<file path="config.mk">
export PLATFORM = sky130hd
export DESIGN_NAME = smc_pwm_capture
export DESIGN_NICKNAME = d
export VERILOG_FILES = /design/src/rtl/smc_pwm_capture_pkg.sv /design/src/rtl/smc_pwm_capture_ch.sv /design/src/rtl/smc_pwm_capture.sv
export SDC_FILE = /design/constraint.sdc
export NUM_CORES = 2
export LEC_CHECK = 0
export ABC_AREA = 1
export BUFFER_PORTS_ARGS = -buffer_cell sky130_fd_sc_hd__buf_2
export CAP_MARGIN = 20
export CORE_MARGIN = 2
export CORE_UTILIZATION = 58
export DETAILED_ROUTE_END_ITERATION = 7
export GPL_TIMING_DRIVEN = 0
export PLACE_DENSITY = 0.77
export SLEW_MARGIN = 20
export SYNTH_ARGS = -nofsm -noshare
export SYNTH_HDL_FRONTEND = slang
export SYNTH_SLANG_ARGS = --single-unit
</file>
<file path="constraint.sdc">
create_clock -name qclk -period 21.8 [get_ports qclk]
set_clock_uncertainty 0.2 [all_clocks]
set_input_delay 1.09 -clock qclk [delete_from_list [all_inputs] [get_ports qclk]]
set_output_delay 1.09 -clock qclk [all_outputs]
set_load 0.1 [all_outputs]
</file>
<file path="src/rtl/smc_pwm_capture_pkg.sv">
// Shared constants, capture record type and counter helper for the SMC PWM capture block.
// Pure declarations: no timing or flow control.
package smc_pwm_capture_pkg;

  localparam int SMC_NCH = 12;
  localparam int CW      = 14;

  localparam logic [CW-1:0] CNT_MAX = '1;

  localparam logic [6:0] ADDR_CTRL         = 7'h00;
  localparam logic [6:0] ADDR_IRQ_EN       = 7'h02;
  localparam logic [6:0] ADDR_VALID        = 7'h04;
  localparam logic [6:0] ADDR_OVR          = 7'h06;
  localparam logic [6:0] ADDR_STUCK        = 7'h08;
  localparam logic [6:0] ADDR_CAP_PER_BASE = 7'h20;
  localparam logic [6:0] ADDR_CAP_HI_BASE  = 7'h40;

  typedef struct packed {
    logic [CW-1:0] per;
    logic [CW-1:0] hi;
    logic          sign;
  } ch_cap_t;

  function automatic logic [CW-1:0] sat_inc(input logic [CW-1:0] a, input logic inc);
    return (a == CNT_MAX) ? a : a + {{(CW-1){1'b0}}, inc};
  endfunction

endpackage

</file>
<file path="src/rtl/smc_pwm_capture_ch.sv">
// One channel: pin-pair decode, period/high counters, arm/stuck tracking, capture register.
// Pins are registered once; a capture lands on the clock edge that sees the decoded rise; never stalls.
module smc_pwm_capture_ch
  import smc_pwm_capture_pkg::*;
(
  input  logic    clk,
  input  logic    rst,
  input  logic    en,
  input  logic    recirc,
  input  logic    mnm,
  input  logic    mnp,
  output ch_cap_t cap,
  output logic    cap_set,
  output logic    cap_rise,
  output logic    stuck
);

  logic          m_q, p_q;
  logic          pwm_q, pwm_q_d;
  logic          sign_q, sign_d;
  logic [CW-1:0] per_cnt_q, per_cnt_d;
  logic [CW-1:0] hi_cnt_q, hi_cnt_d;
  logic          armed_q, armed_d;
  logic          stuck_q, stuck_d;
  ch_cap_t       cap_q, cap_d;

  logic pwm;
  logic sign;
  logic rise;

  always_comb begin
    pwm  = recirc ? (m_q | p_q) : ~(m_q & p_q);
    // sign is only meaningful while the bridge drives; hold it through off time
    sign = pwm ? m_q : sign_q;
    rise = pwm & ~pwm_q;
  end

  always_comb begin
    pwm_q_d   = pwm;
    sign_d    = sign;
    per_cnt_d = per_cnt_q;
    hi_cnt_d  = hi_cnt_q;
    armed_d   = armed_q;
    stuck_d   = stuck_q;
    cap_d     = cap_q;
    cap_set   = 1'b0;
    cap_rise  = 1'b0;

    if (!en) begin
      per_cnt_d = '0;
      hi_cnt_d  = '0;
      armed_d   = 1'b0;
      stuck_d   = 1'b0;
    end else if (rise) begin
      if (armed_q) begin
        cap_d    = '{per: per_cnt_q, hi: hi_cnt_q, sign: sign};
        cap_set  = 1'b1;
        cap_rise = 1'b1;
      end
      // the rise cycle itself is the first cycle of the new period and is high
      per_cnt_d = {{(CW-1){1'b0}}, 1'b1};
      hi_cnt_d  = {{(CW-1){1'b0}}, 1'b1};
      armed_d   = 1'b1;
      stuck_d   = 1'b0;
    end else begin
      per_cnt_d = sat_inc(per_cnt_q, 1'b1);
      hi_cnt_d  = sat_inc(hi_cnt_q, pwm);
      if ((per_cnt_q == CNT_MAX) && !stuck_q) begin
        stuck_d = 1'b1;
        armed_d = 1'b0;
        cap_d   = '{per: CNT_MAX, hi: (pwm ? CNT_MAX : '0), sign: sign};
        cap_set = 1'b1;
      end
    end
  end

  always_ff @(posedge clk or posedge rst) begin
    if (rst) begin
      m_q       <= 1'b0;
      p_q       <= 1'b0;
      pwm_q     <= 1'b0;
      sign_q    <= 1'b0;
      per_cnt_q <= '0;
      hi_cnt_q  <= '0;
      armed_q   <= 1'b0;
      stuck_q   <= 1'b0;
      cap_q     <= '0;
    end else begin
      m_q       <= mnm;
      p_q       <= mnp;
      pwm_q     <= pwm_q_d;
      sign_q    <= sign_d;
      per_cnt_q <= per_cnt_d;
      hi_cnt_q  <= hi_cnt_d;
      armed_q   <= armed_d;
      stuck_q   <= stuck_d;
      cap_q     <= cap_d;
    end
  end

  assign cap   = cap_q;
  assign stuck = stuck_q;

endmodule

</file>
<file path="src/rtl/smc_pwm_capture.sv">
// PWM capture top: NCH channel measurers, q-bus CSRs, valid/overrun flags and capture interrupt.
// qdataout is registered one clock after a read strobe; bus accesses are never stalled.
module smc_pwm_capture
  import smc_pwm_capture_pkg::*;
#(
  parameter int NCH = SMC_NCH
) (
  input  logic           qclk,
  input  logic           qreset,
  input  logic           qsel,
  input  logic           qwrite,
  input  logic [6:0]     qaddr,
  input  logic [15:0]    qdatain,
  output logic [15:0]    qdataout,
  input  logic [NCH-1:0] mnm,
  input  logic [NCH-1:0] mnp,
  output logic           cap_irq
);

  logic           en_q, en_d;
  logic           recirc_q, recirc_d;
  logic [NCH-1:0] irq_en_q, irq_en_d;
  logic [NCH-1:0] valid_q, valid_d;
  logic [NCH-1:0] ovr_q, ovr_d;
  logic           cap_irq_q, cap_irq_d;
  logic [15:0]    qdataout_q, qdataout_d;

  ch_cap_t        cap [NCH];
  logic [NCH-1:0] cap_set;
  logic [NCH-1:0] cap_rise;
  logic [NCH-1:0] stuck;

  logic           rd_en, wr_en;
  logic [3:0]     idx;
  logic           idx_ok, per_hit, hi_hit;
  logic [NCH-1:0] rd_clr;
  logic [NCH-1:0] w1c;
  logic [15:0]    rd_dat;
  logic           unused_wdat;

  assign unused_wdat = ^qdatain[15:NCH];

  for (genvar g = 0; g < NCH; g++) begin : g_ch
    smc_pwm_capture_ch u_ch (
      .clk      (qclk),
      .rst      (qreset),
      .en       (en_q),
      .recirc   (recirc_q),
      .mnm      (mnm[g]),
      .mnp      (mnp[g]),
      .cap      (cap[g]),
      .cap_set  (cap_set[g]),
      .cap_rise (cap_rise[g]),
      .stuck    (stuck[g])
    );
  end

  always_comb begin
    rd_en   = qsel & ~qwrite;
    wr_en   = qsel & qwrite;
    idx     = qaddr[4:1];
    idx_ok  = ~qaddr[0] && ({28'd0, idx} < 32'(NCH));
    per_hit = idx_ok && (qaddr[6:5] == ADDR_CAP_PER_BASE[6:5]);
    hi_hit  = idx_ok && (qaddr[6:5] == ADDR_CAP_HI_BASE[6:5]);
  end

  always_comb begin
    rd_dat = '0;
    case (qaddr)
      ADDR_CTRL:   rd_dat[1:0]     = {recirc_q, en_q};
      ADDR_IRQ_EN: rd_dat[NCH-1:0] = irq_en_q;
      ADDR_VALID:  rd_dat[NCH-1:0] = valid_q;
      ADDR_OVR:    rd_dat[NCH-1:0] = ovr_q;
      ADDR_STUCK:  rd_dat[NCH-1:0] = stuck;
      default: begin
        if (per_hit) begin
          rd_dat[CW-1:0] = cap[idx].per;
        end else if (hi_hit) begin
          rd_dat = {cap[idx].sign, 1'b0, cap[idx].hi};
        end
      end
    endcase
  end

  always_comb begin
    rd_clr = '0;
    if (rd_en && hi_hit) begin
      rd_clr[idx] = 1'b1;
    end
    w1c = (wr_en && (qaddr == ADDR_OVR)) ? qdatain[NCH-1:0] : '0;
  end

  always_comb begin
    en_d       = en_q;
    recirc_d   = recirc_q;
    irq_en_d   = irq_en_q;
    qdataout_d = qdataout_q;

    if (wr_en && (qaddr == ADDR_CTRL)) begin
      en_d     = qdatain[0];
      recirc_d = qdatain[1];
    end
    if (wr_en && (qaddr == ADDR_IRQ_EN)) begin
      irq_en_d = qdatain[NCH-1:0];
    end
    if (rd_en) begin
      qdataout_d = rd_dat;
    end

    // a new capture beats a read-clear; overrun only counts unread data being replaced
    valid_d   = (valid_q & ~rd_clr) | cap_set;
    ovr_d     = (ovr_q & ~w1c) | (cap_rise & valid_q & ~rd_clr);
    cap_irq_d = |(valid_q & irq_en_q);
  end

  always_ff @(posedge qclk or posedge qreset) begin
    if (qreset) begin
      en_q       <= 1'b0;
      recirc_q   <= 1'b0;
      irq_en_q   <= '0;
      valid_q    <= '0;
      ovr_q      <= '0;
      cap_irq_q  <= 1'b0;
      qdataout_q <= '0;
    end else begin
      en_q       <= en_d;
      recirc_q   <= recirc_d;
      irq_en_q   <= irq_en_d;
      valid_q    <= valid_d;
      ovr_q      <= ovr_d;
      cap_irq_q  <= cap_irq_d;
      qdataout_q <= qdataout_d;
    end
  end

  assign qdataout = qdataout_q;
  assign cap_irq  = cap_irq_q;

endmodule
</file>
* Word-level counts from Yosys, hierarchy flattened
Index checks and enable logic that the tools add are counted.
Word-level totals: flip-flop bits (word level) 811, input port bits 51, output and inout bits 17, word-level logic and storage cells 679
Operators by class: bitwise operators 74, muxes and demuxes 301, order comparisons 4, reductions and logical operators 59, add/sub/neg operators 24, eq/ne operators 78
Operator list (count):
- 14-bit 2-to-1 mux | 85
- 29-bit 2-to-1 mux | 38
- 14-bit == test, second input constant | 24
- 1-bit 2-to-1 mux | 169
- 14-bit by 1-bit adder with 14-bit output | 12
- 14-bit by 1-bit adder with 14-bit output, second input constant | 12
- 29-bit binary-select mux with 4-bit select | 1
- 3-bit by 2-bit != test with 1-bit output, second input constant | 24
- 12-bit bitwise AND | 5
- 10-bit case mux with 5 select lines | 1
- 3-bit by 1-bit != test with 1-bit output, second input constant | 12
- 3-bit AND reduction | 12
- 1-bit bitwise AND | 26
- 1-bit NOT | 26
- 12-bit 2-to-1 mux | 2
- 2-bit by 1-bit != test with 1-bit output, second input constant | 12
- 12-bit NOT | 2
- 12-bit bitwise OR | 2
- 2-bit nonzero test | 12
- 1-bit logical AND | 20
- 16-bit 2-to-1 mux | 1
- 7-bit by 3-bit == test with 1-bit output, second input constant | 2
- 1-bit logical NOT | 12
- 1-bit bitwise OR | 12
- 16 further kinds | 16

* Depth between registers and ports, before layout
word-level depth 9, gate-level depth with buffers 16, gate-level depth less buffers 14

* Hierarchy
From an unflattened synthesis, not the netlist that was laid out.
Second synthesis, totals: cells, all modules 6541, area, all modules 49490.0 um^2
Modules (own cells, without submodules):
- smc_pwm_capture_ch at g_ch[0].u_ch ... | area each 3580.9 um^2, cells each 437, times used 11, seq. area each 1576.5 um^2
- smc_pwm_capture | area each 6520.0 um^2, cells each 1300, times used 1, seq. area each 1351.3 um^2
- smc_pwm_capture_ch at g_ch[9].u_ch | area each 3579.7 um^2, cells each 434, times used 1, seq. area each 1576.5 um^2

* Worst setup path after synthesis
No wires, ideal clock.
path kind input port to flip-flop, start point input port qaddr[2], end point register qdataout_q[0] (netlist: qdataout[0]), setup time 0.120 ns, data required time 21.480 ns, data arrival time 2.403 ns, path buffers 1, setup slack 19.077 ns, stages 11, cell sequence clkbuf_1 -> inv_1 -> nand2_1 -> nor2_1 -> nand2_1 -> nand2_1 -> nand3_1 -> nor2_1 -> nor2_1 -> nand2_1 -> nand2_1
Between the ends: longest elaborated chain between the ends 7, elaborated cells on any way between the ends 16, classes of those cells 1 x order compare; 4 x eq/ne; 6 x mux; 1 x bitwise; 4 x reduce/logical
RTL lines:
- start, declared | RTL line smc_pwm_capture.sv:12 | input logic [6:0] qaddr,
- 4-bit NOT with 5-bit output (implied by the code) | RTL line smc_pwm_capture.sv:77, smc_pwm_capture.sv:79
- 29-bit binary-select mux with 4-bit select | RTL line smc_pwm_capture.sv:77, smc_pwm_capture.sv:79
- 29-bit 2-to-1 mux (implied by the code) (2 in series) | RTL line smc_pwm_capture.sv:79 | rd_dat = {cap[idx].sign, 1'b0, cap[idx].hi};
- 16-bit 2-to-1 mux | RTL line smc_pwm_capture.sv:78 | end else if (hi_hit) begin
- 14-bit 2-to-1 mux | RTL line smc_pwm_capture.sv:76 | if (per_hit) begin
- 2-bit case mux with 5 select lines * | RTL line smc_pwm_capture.sv:69 | case (qaddr)
- end signal, assigned | RTL line smc_pwm_capture.sv:132 | qdataout_q <= qdataout_d;
- end, declared | RTL line smc_pwm_capture.sv:26 | logic [15:0] qdataout_q, qdataout_d;
Every way passes the cells marked *; elsewhere a longest branch is shown, timed or not. The select of a mux whose other input is x is not followed. A chain may end at the register's enable or synchronous reset.

* Worst setup path in the final report
start point register en_q, end point register g_ch[5].u_ch.cap_q, in the netlist g_ch[5].u_ch.cap[16]
Between the ends: longest elaborated chain between the ends 1
RTL lines:
- start, declared | RTL line smc_pwm_capture.sv:20 | logic en_q, en_d;
- start signal, assigned | RTL line smc_pwm_capture.sv:126 | en_q <= en_d;
- 3-bit AND reduction (no line)
- end signal, assigned | RTL line smc_pwm_capture_ch.sv:97 | cap_q <= cap_d;
- end, declared | RTL line smc_pwm_capture_ch.sv:25 | ch_cap_t cap_q, cap_d;
No other way between the ends.

==> impl_metrics.ini <==
[sta]
hold_violations = 0
period_share_pct = 18.7
setup_viol = 0
timing.final.max_slew_violations = 0
fmax_mhz = 246
slew_headroom_pct = 16.6
worst_pin_slew_ps = 1250
fin_crit_ps = 4070
setup_ws_ps = 17730
setup_tns_ps = 0
rsz0062_at_grt = false

[yosys]
yosys-top-cells-area = dfrtp_1, nand2_1, o21ai_0, nand3_1, inv_1
yosysMostFrequentCell = nand2_1
ys_seq_area_share_pct = 46.7
syn_nets = 6033
synth_top_area_share_pct = 46.7
synthTopCellsByCount = nand2_1, dfrtp_1, o21ai_0
syn-cell-area_um2 = 43400
synth_area_per_cell_um2 = 7.31
synth_cell_types = 59
syn_inst = 5934
yosysWarningCount = 0
synth_ff_type = dfrtp_1
synth_area_leader_cell = dfrtp_1
synth_edf_count = 0
async_reset_ff_share_pct = 100
ys_seq_elements = 810

[setup_path]
cp-start-kind = flop
crit_path_max_fanout = 12
r2r_start = en_q
r2r_cells = 6
crit_start = en_q
critical_path_class = flop to flop
required_ps = 22180
cp.arrival_ps = 4450
worst-r2r-setup-slack_ps = 17730
worstReg2RegEnd = g_ch[5].u_ch.cap[16]
crit_path_end_kind = flop

[clocking]
cts-resized-gates = 0
cts_buffers = 88
clk_pin_slew_ps = 60
cts-root-buf = clkbuf_16
cts_setup_buffers = 0
cts_max_level = 3
clk_latency_ps = 670
clock_sinks = 810
hold_buffers = 0
tritoncts = built
clockBufferDepth = 3

[detailed_routing]
vias = 43300
routed_wl_mm = 161
viasPerCell = 6.06
firstDrtPassIters = 8
drcViolationCount = 4
wire_per_inst_um = 22.5
drt_iter0_markers = 5631
antenna_left = 0

[global_route]
grtUsageMet3_pct = 10.7
antenna_found_initial = 10
grt_max_degree = 36
overflow = 0
busiest_layer = met2
grt_usage_pct = 41.9
grt_pass1_vias = 40300
grt_pass1_wl_mm = 244
grt_util_met2_pct = 61.1
grtUsageMet1_pct = 59.0

[finish]
drive_gt1_share_pct = 6.62
postLayoutCoreUtil_pct = 65.4
areaGrowthSynthToFinish_pct = 11.8
final_nets = 6216
final_cell_count_no_fill = 7154
n_fill_cell = 6532

[floorplanning]
die_x_um = 277
rows = 100
dieArea_um2 = 77000
initial_core_util_pct = 58.5
placeableCoreArea_um2 = 74200
io_pins = 68
die_h_um = 277

[power_and_ir_drop]
leakage_uw = 0.0237
vdd_drop_max_uv = 60.8
power_density_nw_per_um2 = 74.4

[place]
portBuffers = 61
place_hpwl_mm = 123
dpl.cell_count = 6996
gp_congestion = 1.07
place_ws_ps = 17390

[min_path]
min_path_type = input port to async pin

[outcome]
violations = design-rule violations
status = finished with violations

[flow_run]
maxCapViolCount = 0
power breakdown:
group          leakage (uW)  internal, uW  total [uW]  switching [uW]
Clock               0.00142           879        1520             646
Combinational        0.0113           108         404             296
Sequential           0.0110          1600        1680            85.8
layer usage:
layer  vias up  routed length [um]
li1      19800                   -
met1     20700               65800
met2      2381               68100
met3       401               18900
met4         6                8280
met5         -                  40
per-stage QoR:
step | cell area, um^2 | power (uW) | hold WS, ps
4_1_cts | 48500 | 3590 | 137
3_3_place_gp | 44900 | 2070 | 253
6_report | 48500 | 3610 | 150
3_5_place_dp | 45600 | 2090 | 259
2_1_floorplan | 43400 | 1910 | 238
5_1_grt | 48500 | 3710 | 156
registers in the layout, summed over array words and instances (netlist names), 15 cells and up:
signal,flops
g_ch.u_ch.cap,348
g_ch.u_ch.hi_cnt_q,168
g_ch.u_ch.per_cnt_q,168
qdataout,15
kinds of logic after synthesis:
family / synth area share, %
xor gates and xnor gates: 0.767
buffers and inverters: 7.08
and+or+nand+nor: 33.8
other: 0.00864
adders and majority gates: 1.38
AOI/OAI and AO/OA: 10.2
DFF: 46.7
final cells by class:
| class | count | area [um^2] | area share (%) |
|---|---|---|---|
| flip-flops and latches | 810 | 20300 | 41.8 |
| multi-input cells | 4355 | 20000 | 41.3 |
| clock buffers | 128 | 2530 | 5.22 |
| inverters | 496 | 1870 | 3.85 |
| plain buffers | 273 | 1230 | 2.53 |
| well taps | 969 | 1210 | 2.50 |
| repair buffers | 93 | 1010 | 2.07 |
| clock inverters | 27 | 358 | 0.738 |
| diodes | 3 | 7.51 | 0.0155 |
worst max-delay path by stage:
stage	slack, ps	to
global route	17810	qdataout[1]
floorplan	9390	cap_irq
CTS	17860	g_ch[3].u_ch.cap[14]
global placement	4880	g_ch[2].u_ch.hi_cnt_q[3]
finish	17730	g_ch[5].u_ch.cap[16]
detailed placement	17390	qdataout[5]
critical path, cell delays in order (launching register included):
cell      delay (ps)
dfrtp_1          700
buf_2            430
buf_2            590
clkbuf_2         750
buf_1            830
nand4_1          300
nand2_1          160
cell usage in the layout, fill, tap and decap left out, types with 14 or more instances in the layout:
cell type | netlist | layout
clkbuf_8 | 0 | 18
nand4_1 | 256 | 256
nor3_1 | 123 | 123
dfrtp_1 | 810 | 810
buf_2 | 64 | 127
o31ai_1 | 16 | 16
clkbuf_1 | 172 | 181
clkbuf_2 | 1 | 14
or2_2 | 28 | 28
nand2_1 | 2115 | 2115
a31oi_1 | 44 | 44
nand3_1 | 493 | 493
inv_1 | 482 | 481
clkinv_2 | 0 | 14
o21ai_0 | 543 | 543
xor2_1 | 26 | 26
ha_1 | 48 | 48
nor4_1 | 16 | 16
nor2_1 | 373 | 373
buf_12 | 0 | 24
buf_1 | 18 | 16
clkbuf_16 | 0 | 88
a21oi_1 | 122 | 122
nand2_2 | 14 | 14
No activity file was read; power rests on OpenSTA's default activity.
